File: src/rtl/alu_pkg.sv
// Shared opcode, flag and enable definitions for the pipelined ALU.
package alu_pkg;

  typedef enum logic [3:0] {
    OP_ADD = 4'd0,
    OP_SUB = 4'd1,
    OP_GT  = 4'd2,
    OP_LE  = 4'd3,
    OP_LTU = 4'd4,
    OP_AND = 4'd5,
    OP_OR  = 4'd6,
    OP_XOR = 4'd7,
    OP_SHL = 4'd8,
    OP_SHR = 4'd9,
    OP_SRA = 4'd10
  } alu_op_e;

  typedef struct packed {
    logic n;
    logic z;
    logic c;
    logic v;
  } alu_flags_t;

  // Opcodes 11..15 have no defined operation
  localparam logic [15:0] OP_RESERVED_MASK = 16'hF800;

  function automatic logic opEnabled(input logic [3:0] op, input logic [15:0] opsEn);
    logic [15:0] reserved;
    reserved = OP_RESERVED_MASK;
    return opsEn[op] && !reserved[op];
  endfunction

endpackage

File: src/rtl/alu_core.sv
// Combinational datapath: maps {a, b, op} to {result, flags, err}.
module alu_core #(
  parameter int          WIDTH  = 16,
  parameter logic [15:0] OPS_EN = 16'h07FF
) (
  input  logic [WIDTH-1:0] i_a,
  input  logic [WIDTH-1:0] i_b,
  input  logic [3:0]       i_op,
  output logic [WIDTH-1:0] o_result,
  output logic [3:0]       o_flags,
  output logic             o_err
);
  import alu_pkg::*;

  localparam int SHW = $clog2(WIDTH);

  logic             w_isSub;
  logic             w_isArith;
  logic             w_enabled;
  logic [WIDTH-1:0] w_bOp;
  logic [WIDTH:0]   w_sum;
  logic             w_ovf;
  logic [SHW:0]     w_amtRaw;
  logic [SHW:0]     w_shAmt;
  logic [WIDTH-1:0] w_raw;
  alu_flags_t       w_flags;

  // One shared adder: SUB inverts B and injects the +1 as carry-in
  assign w_isSub   = (i_op == OP_SUB);
  assign w_isArith = (i_op == OP_ADD) || w_isSub;
  assign w_enabled = opEnabled(i_op, OPS_EN);
  assign w_bOp     = w_isSub ? ~i_b : i_b;
  assign w_sum     = {1'b0, i_a} + {1'b0, w_bOp} + {{WIDTH{1'b0}}, w_isSub};
  assign w_ovf     = (i_a[WIDTH-1] == w_bOp[WIDTH-1]) && (w_sum[WIDTH-1] != i_a[WIDTH-1]);

  // Shift amount folded modulo WIDTH so non-power-of-two widths stay in range
  assign w_amtRaw = {1'b0, i_b[SHW-1:0]};
  assign w_shAmt  = (w_amtRaw >= (SHW+1)'(WIDTH)) ? (w_amtRaw - (SHW+1)'(WIDTH)) : w_amtRaw;

  always_comb begin
    w_raw = '0;
    case (alu_op_e'(i_op))
      OP_ADD:  w_raw = w_sum[WIDTH-1:0];
      OP_SUB:  w_raw = w_sum[WIDTH-1:0];
      OP_GT:   w_raw = {{(WIDTH-1){1'b0}}, ($signed(i_a) > $signed(i_b))};
      OP_LE:   w_raw = {{(WIDTH-1){1'b0}}, ($signed(i_a) <= $signed(i_b))};
      OP_LTU:  w_raw = {{(WIDTH-1){1'b0}}, (i_a < i_b)};
      OP_AND:  w_raw = i_a & i_b;
      OP_OR:   w_raw = i_a | i_b;
      OP_XOR:  w_raw = i_a ^ i_b;
      OP_SHL:  w_raw = i_a << w_shAmt;
      OP_SHR:  w_raw = i_a >> w_shAmt;
      OP_SRA:  w_raw = $signed(i_a) >>> w_shAmt;
      default: w_raw = '0;
    endcase
  end

  // Disabled or reserved opcodes squash result and flags and raise err
  always_comb begin
    w_flags  = '0;
    o_result = '0;
    o_err    = 1'b1;
    if (w_enabled) begin
      o_result  = w_raw;
      o_err     = 1'b0;
      w_flags.n = w_raw[WIDTH-1];
      w_flags.z = (w_raw == '0);
      w_flags.c = w_isArith & w_sum[WIDTH];
      w_flags.v = w_isArith & w_ovf;
    end
  end

  assign o_flags = w_flags;

endmodule

File: src/rtl/alu_pipe.sv
// Two-stage valid/ready ALU pipeline: S1 holds operands, S2 holds results.
module alu_pipe #(
  parameter int          WIDTH  = 16,
  parameter int          TAG_W  = 4,
  parameter logic [15:0] OPS_EN = 16'h07FF
) (
  input  logic             clk,
  input  logic             rst,
  input  logic             in_valid,
  output logic             in_ready,
  input  logic [WIDTH-1:0] in_a,
  input  logic [WIDTH-1:0] in_b,
  input  logic [3:0]       in_op,
  input  logic [TAG_W-1:0] in_tag,
  output logic             out_valid,
  input  logic             out_ready,
  output logic [WIDTH-1:0] out_result,
  output logic [3:0]       out_flags,
  output logic             out_err,
  output logic [TAG_W-1:0] out_tag
);
  import alu_pkg::*;

  logic             r_s1Valid;
  logic [WIDTH-1:0] r_s1A;
  logic [WIDTH-1:0] r_s1B;
  logic [3:0]       r_s1Op;
  logic [TAG_W-1:0] r_s1Tag;

  logic             r_s2Valid;
  logic [WIDTH-1:0] r_s2Result;
  logic [3:0]       r_s2Flags;
  logic             r_s2Err;
  logic [TAG_W-1:0] r_s2Tag;

  logic             w_s1Load;
  logic             w_s2Load;
  logic [WIDTH-1:0] w_coreResult;
  logic [3:0]       w_coreFlags;
  logic             w_coreErr;

  // Ready chains combinationally from the consumer back to the source
  assign w_s2Load = !r_s2Valid || out_ready;
  assign w_s1Load = !r_s1Valid || w_s2Load;
  assign in_ready = w_s1Load && !rst;

  alu_core #(
    .WIDTH  (WIDTH),
    .OPS_EN (OPS_EN)
  ) u_core (
    .i_a      (r_s1A),
    .i_b      (r_s1B),
    .i_op     (r_s1Op),
    .o_result (w_coreResult),
    .o_flags  (w_coreFlags),
    .o_err    (w_coreErr)
  );

  always_ff @(posedge clk) begin
    if (rst) begin
      r_s1Valid  <= 1'b0;
      r_s1A      <= '0;
      r_s1B      <= '0;
      r_s1Op     <= '0;
      r_s1Tag    <= '0;
      r_s2Valid  <= 1'b0;
      r_s2Result <= '0;
      r_s2Flags  <= '0;
      r_s2Err    <= 1'b0;
      r_s2Tag    <= '0;
    end else begin
      if (w_s1Load) begin
        r_s1Valid <= in_valid;
        if (in_valid) begin
          r_s1A   <= in_a;
          r_s1B   <= in_b;
          r_s1Op  <= in_op;
          r_s1Tag <= in_tag;
        end
      end
      // Data only moves with a real beat so idle outputs stay quiet
      if (w_s2Load) begin
        r_s2Valid <= r_s1Valid;
        if (r_s1Valid) begin
          r_s2Result <= w_coreResult;
          r_s2Flags  <= w_coreFlags;
          r_s2Err    <= w_coreErr;
          r_s2Tag    <= r_s1Tag;
        end
      end
    end
  end

  assign out_valid  = r_s2Valid;
  assign out_result = r_s2Result;
  assign out_flags  = r_s2Flags;
  assign out_err    = r_s2Err;
  assign out_tag    = r_s2Tag;

endmodule

File: config.mk
export PLATFORM = sky130hd
export DESIGN_NAME = alu_pipe
export DESIGN_NICKNAME = d
export VERILOG_FILES = /design/src/rtl/alu_pkg.sv /design/src/rtl/alu_core.sv /design/src/rtl/alu_pipe.sv
export SDC_FILE = /design/constraint.sdc
export NUM_CORES = 1
export LEC_CHECK = 0
export CORE_ASPECT_RATIO = 2
export CORE_UTILIZATION = 66
export DETAILED_ROUTE_END_ITERATION = 10
export DONT_BUFFER_PORTS = 1
export HOLD_SLACK_MARGIN = 0.08
export MAX_ROUTING_LAYER = met4
export PLACE_DENSITY = 0.81
export SYNTH_ARGS = -nofsm -noshare
export SYNTH_HDL_FRONTEND = slang
export SYNTH_SLANG_ARGS = --single-unit
File: constraint.sdc
create_clock -name clk -period 4.81 [get_ports clk]
set_input_delay 0.962 -clock clk [delete_from_list [all_inputs] [get_ports clk]]
set_output_delay 0.962 -clock clk [all_outputs]
set_load 0.005 [all_outputs]
==> flow_summary.json <==
{
  "cts_resized": 0,
  "finalHoldViolCount": 0,
  "grt_first_pass_wirelength_microns": 34600,
  "fp.dieH_microns": 144,
  "insertion_delay_ps": 340,
  "worst_slew_pin_slew_ps": 1120,
  "path_clk_slew_ps": 60,
  "synth_area_sq_mm": 0.00665,
  "layout-drive-gt1-share_pct": 12.8,
  "synth_top_family_by_area": "compound AO/OA/AOI/OAI gates",
  "crit_path_start": "r_s1Op[2]$_SDFFE_PP0P_",
  "setup_viol": 0,
  "finalCriticalPeriod_ps": 3920,
  "fin_cells": 944,
  "dr.first_iter.drc_count": 641,
  "hold_depth": 2,
  "required_ps": 5050,
  "io_buffers": 0,
  "synthSimpleGateAreaFrac_pct": 19.9,
  "final_max_slew_viol_count": 0,
  "ir_drop_v": 0.000311,
  "grt_use_total_pct": 46.0,
  "ys_seq_area_share_pct": 20.5,
  "cts_root_buf": "clkbuf_16",
  "antenna_found_initial": 0,
  "rows": 51,
  "cts_setup_buffers": 0,
  "clock-sinks": 68,
  "post-place-cells": 928,
  "core-area_sq_mm": 0.00976,
  "num_io_pins": 71,
  "final_common_cell": "nand2_1",
  "synth_seq_cells": 68,
  "routedWlPerCell_microns": 23.7,
  "synth_adder_area_share_pct": 12.3,
  "cts_hold_buffers": 0,
  "route.detailed.drc": 0,
  "first_pass_iters": 5,
  "p_per_area_mw_per_mm2": 277,
  "route.met3.wl_microns": 2070,
  "synth_mux_area_share_pct": 15.9,
  "clock-skew-final_ps": 10.5,
  "syn_inst": 840,
  "synth_compound_area_share_pct": 21.6,
  "rrSetupSlack_ps": 890,
  "leakagePower_uw": 0.00276,
  "synth_xor_xnor_area_share_pct": 3.29,
  "async_flop_share_pct": 0,
  "min_path_type": "register to register",
  "fin_crit_sh_pct": 81.5,
  "highest_layer": "met4",
  "drv_cap": 0,
  "wl_met1_microns": 7720,
  "ys_types": 73,
  "fin_hold_ws_ps": 450,
  "antenna_cells": 0,
  "vias_per_cell": 7.07,
  "clk_path_buf_depth": 2,
  "gp_congestion": 1.16,
  "met2WireLength_microns": 10600,
  "startpoint_type": "register",
  "vias": 6670,
  "nets": 916,
  "timing.rr.start": "r_s1Op[2]$_SDFFE_PP0P_",
  "cts_buffers": 9,
  "r2r_cells": 14,
  "setup_ws_ps": 892,
  "grt_pass1_vias": 6568,
  "die-area_sq_mm": 0.0105,
  "nFillCells": 770,
  "synth_area_per_cell_sq_um": 7.92,
  "yosysWarningCount": 0,
  "synth_nets": 949,
  "place_hpwl_microns": 16500,
  "max-slew-margin-rel_pct": 25.3,
  "htreeDepth": 3,
  "start_util_pct": 68.2,
  "fmax_mhz": 255,
  "outcome": "completed",
  "synth_edf_count": 0,
  "tritoncts": "yes",
  "drtAntennaViolNets": 0,
  "globalRouteOverflowTotal": 0,
  "rr_endpoint": "out_result[14]$_SDFFE_PP0P_",
  "synth_top_flop_cell": "dfxtp_1",
  "rsz0062_at_grt": "no",
  "finalSetupTns_ps": 0,
  "preCtsSetupSlack_ps": 994,
  "synthToLayoutAreaGrowth_pct": 6.28,
  "routed_wl_microns": 22400,
  "cp-endpoint": "out_result[14]$_SDFFE_PP0P_",
  "grt_max_degree": 69,
  "critPathKind": "register to register",
  "end_kind": "register",
  "final_cell_mix": "nand2_1 (131), a21oi_1 (85), dfxtp_1 (66), ha_1 (64), nor2_1 (57)",
  "path_max_fanout": 17,
  "cp.arrival_ps": 4160,
  "die_w_microns": 73
}
critical path, stage by stage, from the launching register on:
cell and delay [ps]:
dfxtp_1 470, nor4b_2 320, buf_4 310, xnor2_1 190
inv_1 90, fa_1 440, nor2b_1 230, o21ai_0 190
a2111oi_0 480, buf_4 210, o31ai_1 70, a22o_1 230
a221oi_1 310, a2bb2oi_1 210, nor2_1 60
cells in the mapped netlist, types with 18 or more instances:
master	count	share of area, %
nor2_1	57	3.2
nand3_1	18	1.4
o21ai_0	34	2.6
clkbuf_1	46	2.6
a21oi_1	85	6.4
ha_1	64	12
mux4_2	32	11
xnor2_1	21	2.8
mux2_2	21	3.6
dfxtp_1	68	20
inv_1	40	2.3
nand2_1	131	7.4
through the flow:
stage	total power [uW]	util, %	cell area (sq um)
2_1_floorplan	1040	-	6650
3_3_place_gp	1160	68.9	6730
3_5_place_dp	1170	68.9	6730
4_1_cts	1930	72.4	7070
5_1_grt	2030	72.4	7070
6_report	1960	72.4	7070
final cells by class:
type	instances	area (sq um)	share of cell area, %
Timing Repair Buffer	23	173	2.44
Inverter	43	161	2.28
Sequential cell	68	1360	19.3
Clock inverter	6	113	1.59
Clock buffer	10	229	3.24
Multi-Input combinational cell	662	4870	68.8
Tap cell	132	165	2.34
registers in the layout, summed over array words and instances, names as in the netlist, named ones only:
signal and cells:
out_result 16, r_s1A 16, r_s1B 16, out_tag 4, r_s1Op 4, r_s1Tag 4, out_flags 3, out_err 1
out_valid 1, r_s1Valid 1
power breakdown:
part / leakage (uW) / total (uW) / internal (uW) / switching (uW)
combinational: 0.00203 / 548 / 220 / 328
sequential: 0.000558 / 636 / 594 / 42.6
clock: 0.000167 / 774 / 508 / 267
worst min-delay path by stage:
stage / from / end / slack (ps)
4_1_cts: r_s1Tag[0]$_SDFFE_PP0P_ / out_tag[0]$_SDFFE_PP0P_ / 450
6_report: r_s1Tag[0]$_SDFFE_PP0P_ / r_s1Tag[0]$_SDFFE_PP0P_ / 450
2_1_floorplan: r_s1Tag[0]$_SDFFE_PP0P_ / out_tag[0]$_SDFFE_PP0P_ / 430
3_3_place_gp: r_s1Tag[3]$_SDFFE_PP0P_ / out_tag[3]$_SDFFE_PP0P_ / 430
5_1_grt: r_s1Tag[1]$_SDFFE_PP0P_ / out_tag[1]$_SDFFE_PP0P_ / 470
3_5_place_dp: r_s1Tag[0]$_SDFFE_PP0P_ / out_tag[0]$_SDFFE_PP0P_ / 440
metal layers:
metal,vias up,GRT usage (%)
li1,2964,-
met1,3091,47.4
met2,468,73.7
met3,147,10.2
met4,0,37.2
met5,-,-
logic make-up (layout without fill, tap and decap cells):
group	after synthesis	in the layout
AO/OA/AOI/OAI	222	222
XOR/XNOR	25	25
adder cells (fa/ha/maj)	65	65
buffers and inverters	110	82
flip-flops	68	68
multiplexers	63	63
AND/OR/NAND/NOR	287	287
(Power assumes the default switching activity.)
==> edit: new RTL, same flow settings <==
Put one more register stage on the output `out_err`. The value now appears one clock later. The other outputs are not delayed to match.
--- a/src/rtl/alu_pipe.sv
+++ b/src/rtl/alu_pipe.sv
@@ -96,3 +96,5 @@
   assign out_flags  = r_s2Flags;
-  assign out_err    = r_s2Err;
+  always_ff @(posedge clk) begin
+    out_err <= r_s2Err;
+  end
   assign out_tag    = r_s2Tag;
Function: changed (Yosys sat finds a counterexample within 4 cycles, from zero or initial values and one cycle with rst high).
==> edit against the unedited design <==
Die area is 0.29% higher. Sequential power increased by 0.6%. Area after synthesis grew 0.30%. Power down 4.3%. Setup slack worse by 330 ps. Cell count increased by 0.85%. Highest routed layer unchanged. Largest cell class unchanged. Final area is 0.18% higher. Global-route usage grew 0.56 points. Routed wire length is 3.0% higher. Critical path depth is 1 lower. Sequential cell count up 1.
==> edit: results (changes against the unedited design) <==
- Maximum clock skew at final layout: 15.4 ps (was 10.5 ps)
* Startpoint of the lowest-slack register-to-register path: r_s1Op[1]$_SDFFE_PP0P_ (was r_s1Op[2]$_SDFFE_PP0P_)
- The endpoint of the worst hold-timing path is out_err$_DFF_P_ (was r_s1Tag[0]$_SDFFE_PP0P_).
- The worst path arrival time was 4500 ps (was 4160 ps).
- Cell types with the largest area share after synthesis: sky130_fd_sc_hd__dfxtp_1, sky130_fd_sc_hd__ha_1, sky130_fd_sc_hd__mux4_2 (unchanged)
* Cells after DPL: 935 (was 928)
- Vias/cell: 7.04 (was 7.07)
- The sequential element share of the synthesized area was 20.7% (was 20.5%).
- The placement-stage worst setup slack is 688 ps (was 994 ps).
- Cell area after placement: 6790 um^2 (was 6730 um^2)
- The global-route wire length before repair is 35100 um (was 34600 um).
* DR vias: 6704 (was 6670)
* Max VDD drop: 222 uV (was 311 uV)
- The critical-path maximum fanout came to 13 (was 17).
- HPWL Detailed: 17000 um (was 16500 um)
- Number of cells traversed by the worst register-to-register path: 13 (was 14)
- Outcome: finished, final reports clean (unchanged)
- Number of inserted filler cells in the final layout: 775 (was 770)
- The cell count of the worst hold path was 0 (was 2).
* Final estimated routing congestion in global placement: 1.14 (was 1.16)
- The share of final-layout standard cells stronger than drive strength 1 came to 13.3% (was 12.8%).
- Maximum number of pins on one net before global-route repair: 69 (unchanged)
* Peak per-stage delay on the critical path: 840 ps (was 480 ps)
- The tightest hold margin is 369 ps (was 450 ps).
- Hold Path Origin: r_s2Err$_SDFFE_PP0P_ (was r_s1Tag[0]$_SDFFE_PP0P_)
- Commonest cells in the synthesized netlist: sky130_fd_sc_hd__nand2_1, sky130_fd_sc_hd__a21oi_1, sky130_fd_sc_hd__dfxtp_1 (unchanged)
- The post-synthesis net count came to 950 (was 949).
- Sum of routed wire length over all layers: 23100 um (was 22400 um)
- Slack of the worst reg-to-reg path: 560 ps (was 890 ps)
- The fmax is 235 MHz (was 255 MHz).
* Quantity of I/O buffers inserted on ports: 0 (unchanged)
- LEAKAGE: 2.77 nW (was 2.76 nW)
- Synth Instances: 841 (was 840)
- Slew margin rel.: 33.1% (was 25.3%)
- Global router's overall resource usage: 46.6% (was 46.0%)
- Via count of the first global-routing pass: 6605 (was 6568)
* Iter 0 DRT Violations: 499 (was 641)
edit: worst max-delay path by stage:
stage / from / to / cells after the start
after global routing: r_s1Op[1]$_SDFFE_PP0P_ / out_flags[2]$_SDFFE_PP0P_ / 13
after detailed placement: r_s1Op[1]$_SDFFE_PP0P_ / out_flags[2]$_SDFFE_PP0P_ / 13
after floorplan: r_s1Op[2]$_SDFFE_PP0P_ / out_result[14]$_SDFFE_PP0P_ / 13
after CTS: r_s1Op[1]$_SDFFE_PP0P_ / out_flags[2]$_SDFFE_PP0P_ / 13
final: r_s1Op[1]$_SDFFE_PP0P_ / out_flags[2]$_SDFFE_PP0P_ / 13
after global placement: r_s1Op[1]$_SDFFE_PP0P_ / out_flags[2]$_SDFFE_PP0P_ / 13
edit: cell type report:
class	instances	area, um^2	area share, %
antenna	2	5.00	0.0706
clock buffer	9	225	3.18
clock inverter	6	65.1	0.918
inverter	43	161	2.28
multi-input combinational	662	4860	68.6
sequential	69	1380	19.5
tap	132	165	2.33
timing repair buffer	29	218	3.07
edit: cells by family after synthesis:
kind of cell / share of synthesized area (%)
AND/OR/NAND/NOR: 19.8
AO/OA/AOI/OAI: 21.5
buffers and inverters: 6.56
flip-flops: 20.7
adder cells (fa/ha/maj): 12.3
multiplexers: 15.8
XOR/XNOR: 3.28
edit: critical path: cells and delay by family (launching register included):
family	cells	cell delay [ps]
flip-flops	1	320
AND/OR/NAND/NOR	5	1110
XOR/XNOR	1	100
buffers and inverters	2	620
adder cells (fa/ha/maj)	1	380
AO/OA/AOI/OAI	4	1630
edit: per-stage QoR:
step | utilization (%) | power [mW]
after floorplan | - | 1.05
after global placement | 69.5 | 1.18
after detailed placement | 69.5 | 1.19
after CTS | 72.5 | 1.85
after global routing | 72.6 | 1.94
final | 72.6 | 1.87
edit: routing by layer:
layer / global-route usage [%] / routed length (um) / part of all wire (%) / vias to the layer above
li1: - / - / - / 2986
met1: 46.5 / 7870 / 34 / 3193
met2: 76.9 / 11600 / 50 / 412
met3: 10.0 / 1880 / 8.1 / 113
met4: 36.7 / 1760 / 7.6 / 0
met5: - / 0 / 0 / -
edit: power breakdown:
part	switching, mW	leakage (nW)	internal (mW)
clock network	0.272	0.141	0.398
registers	0.0374	0.566	0.603
logic	0.341	2.06	0.223
total	0.651	2.77	1.22
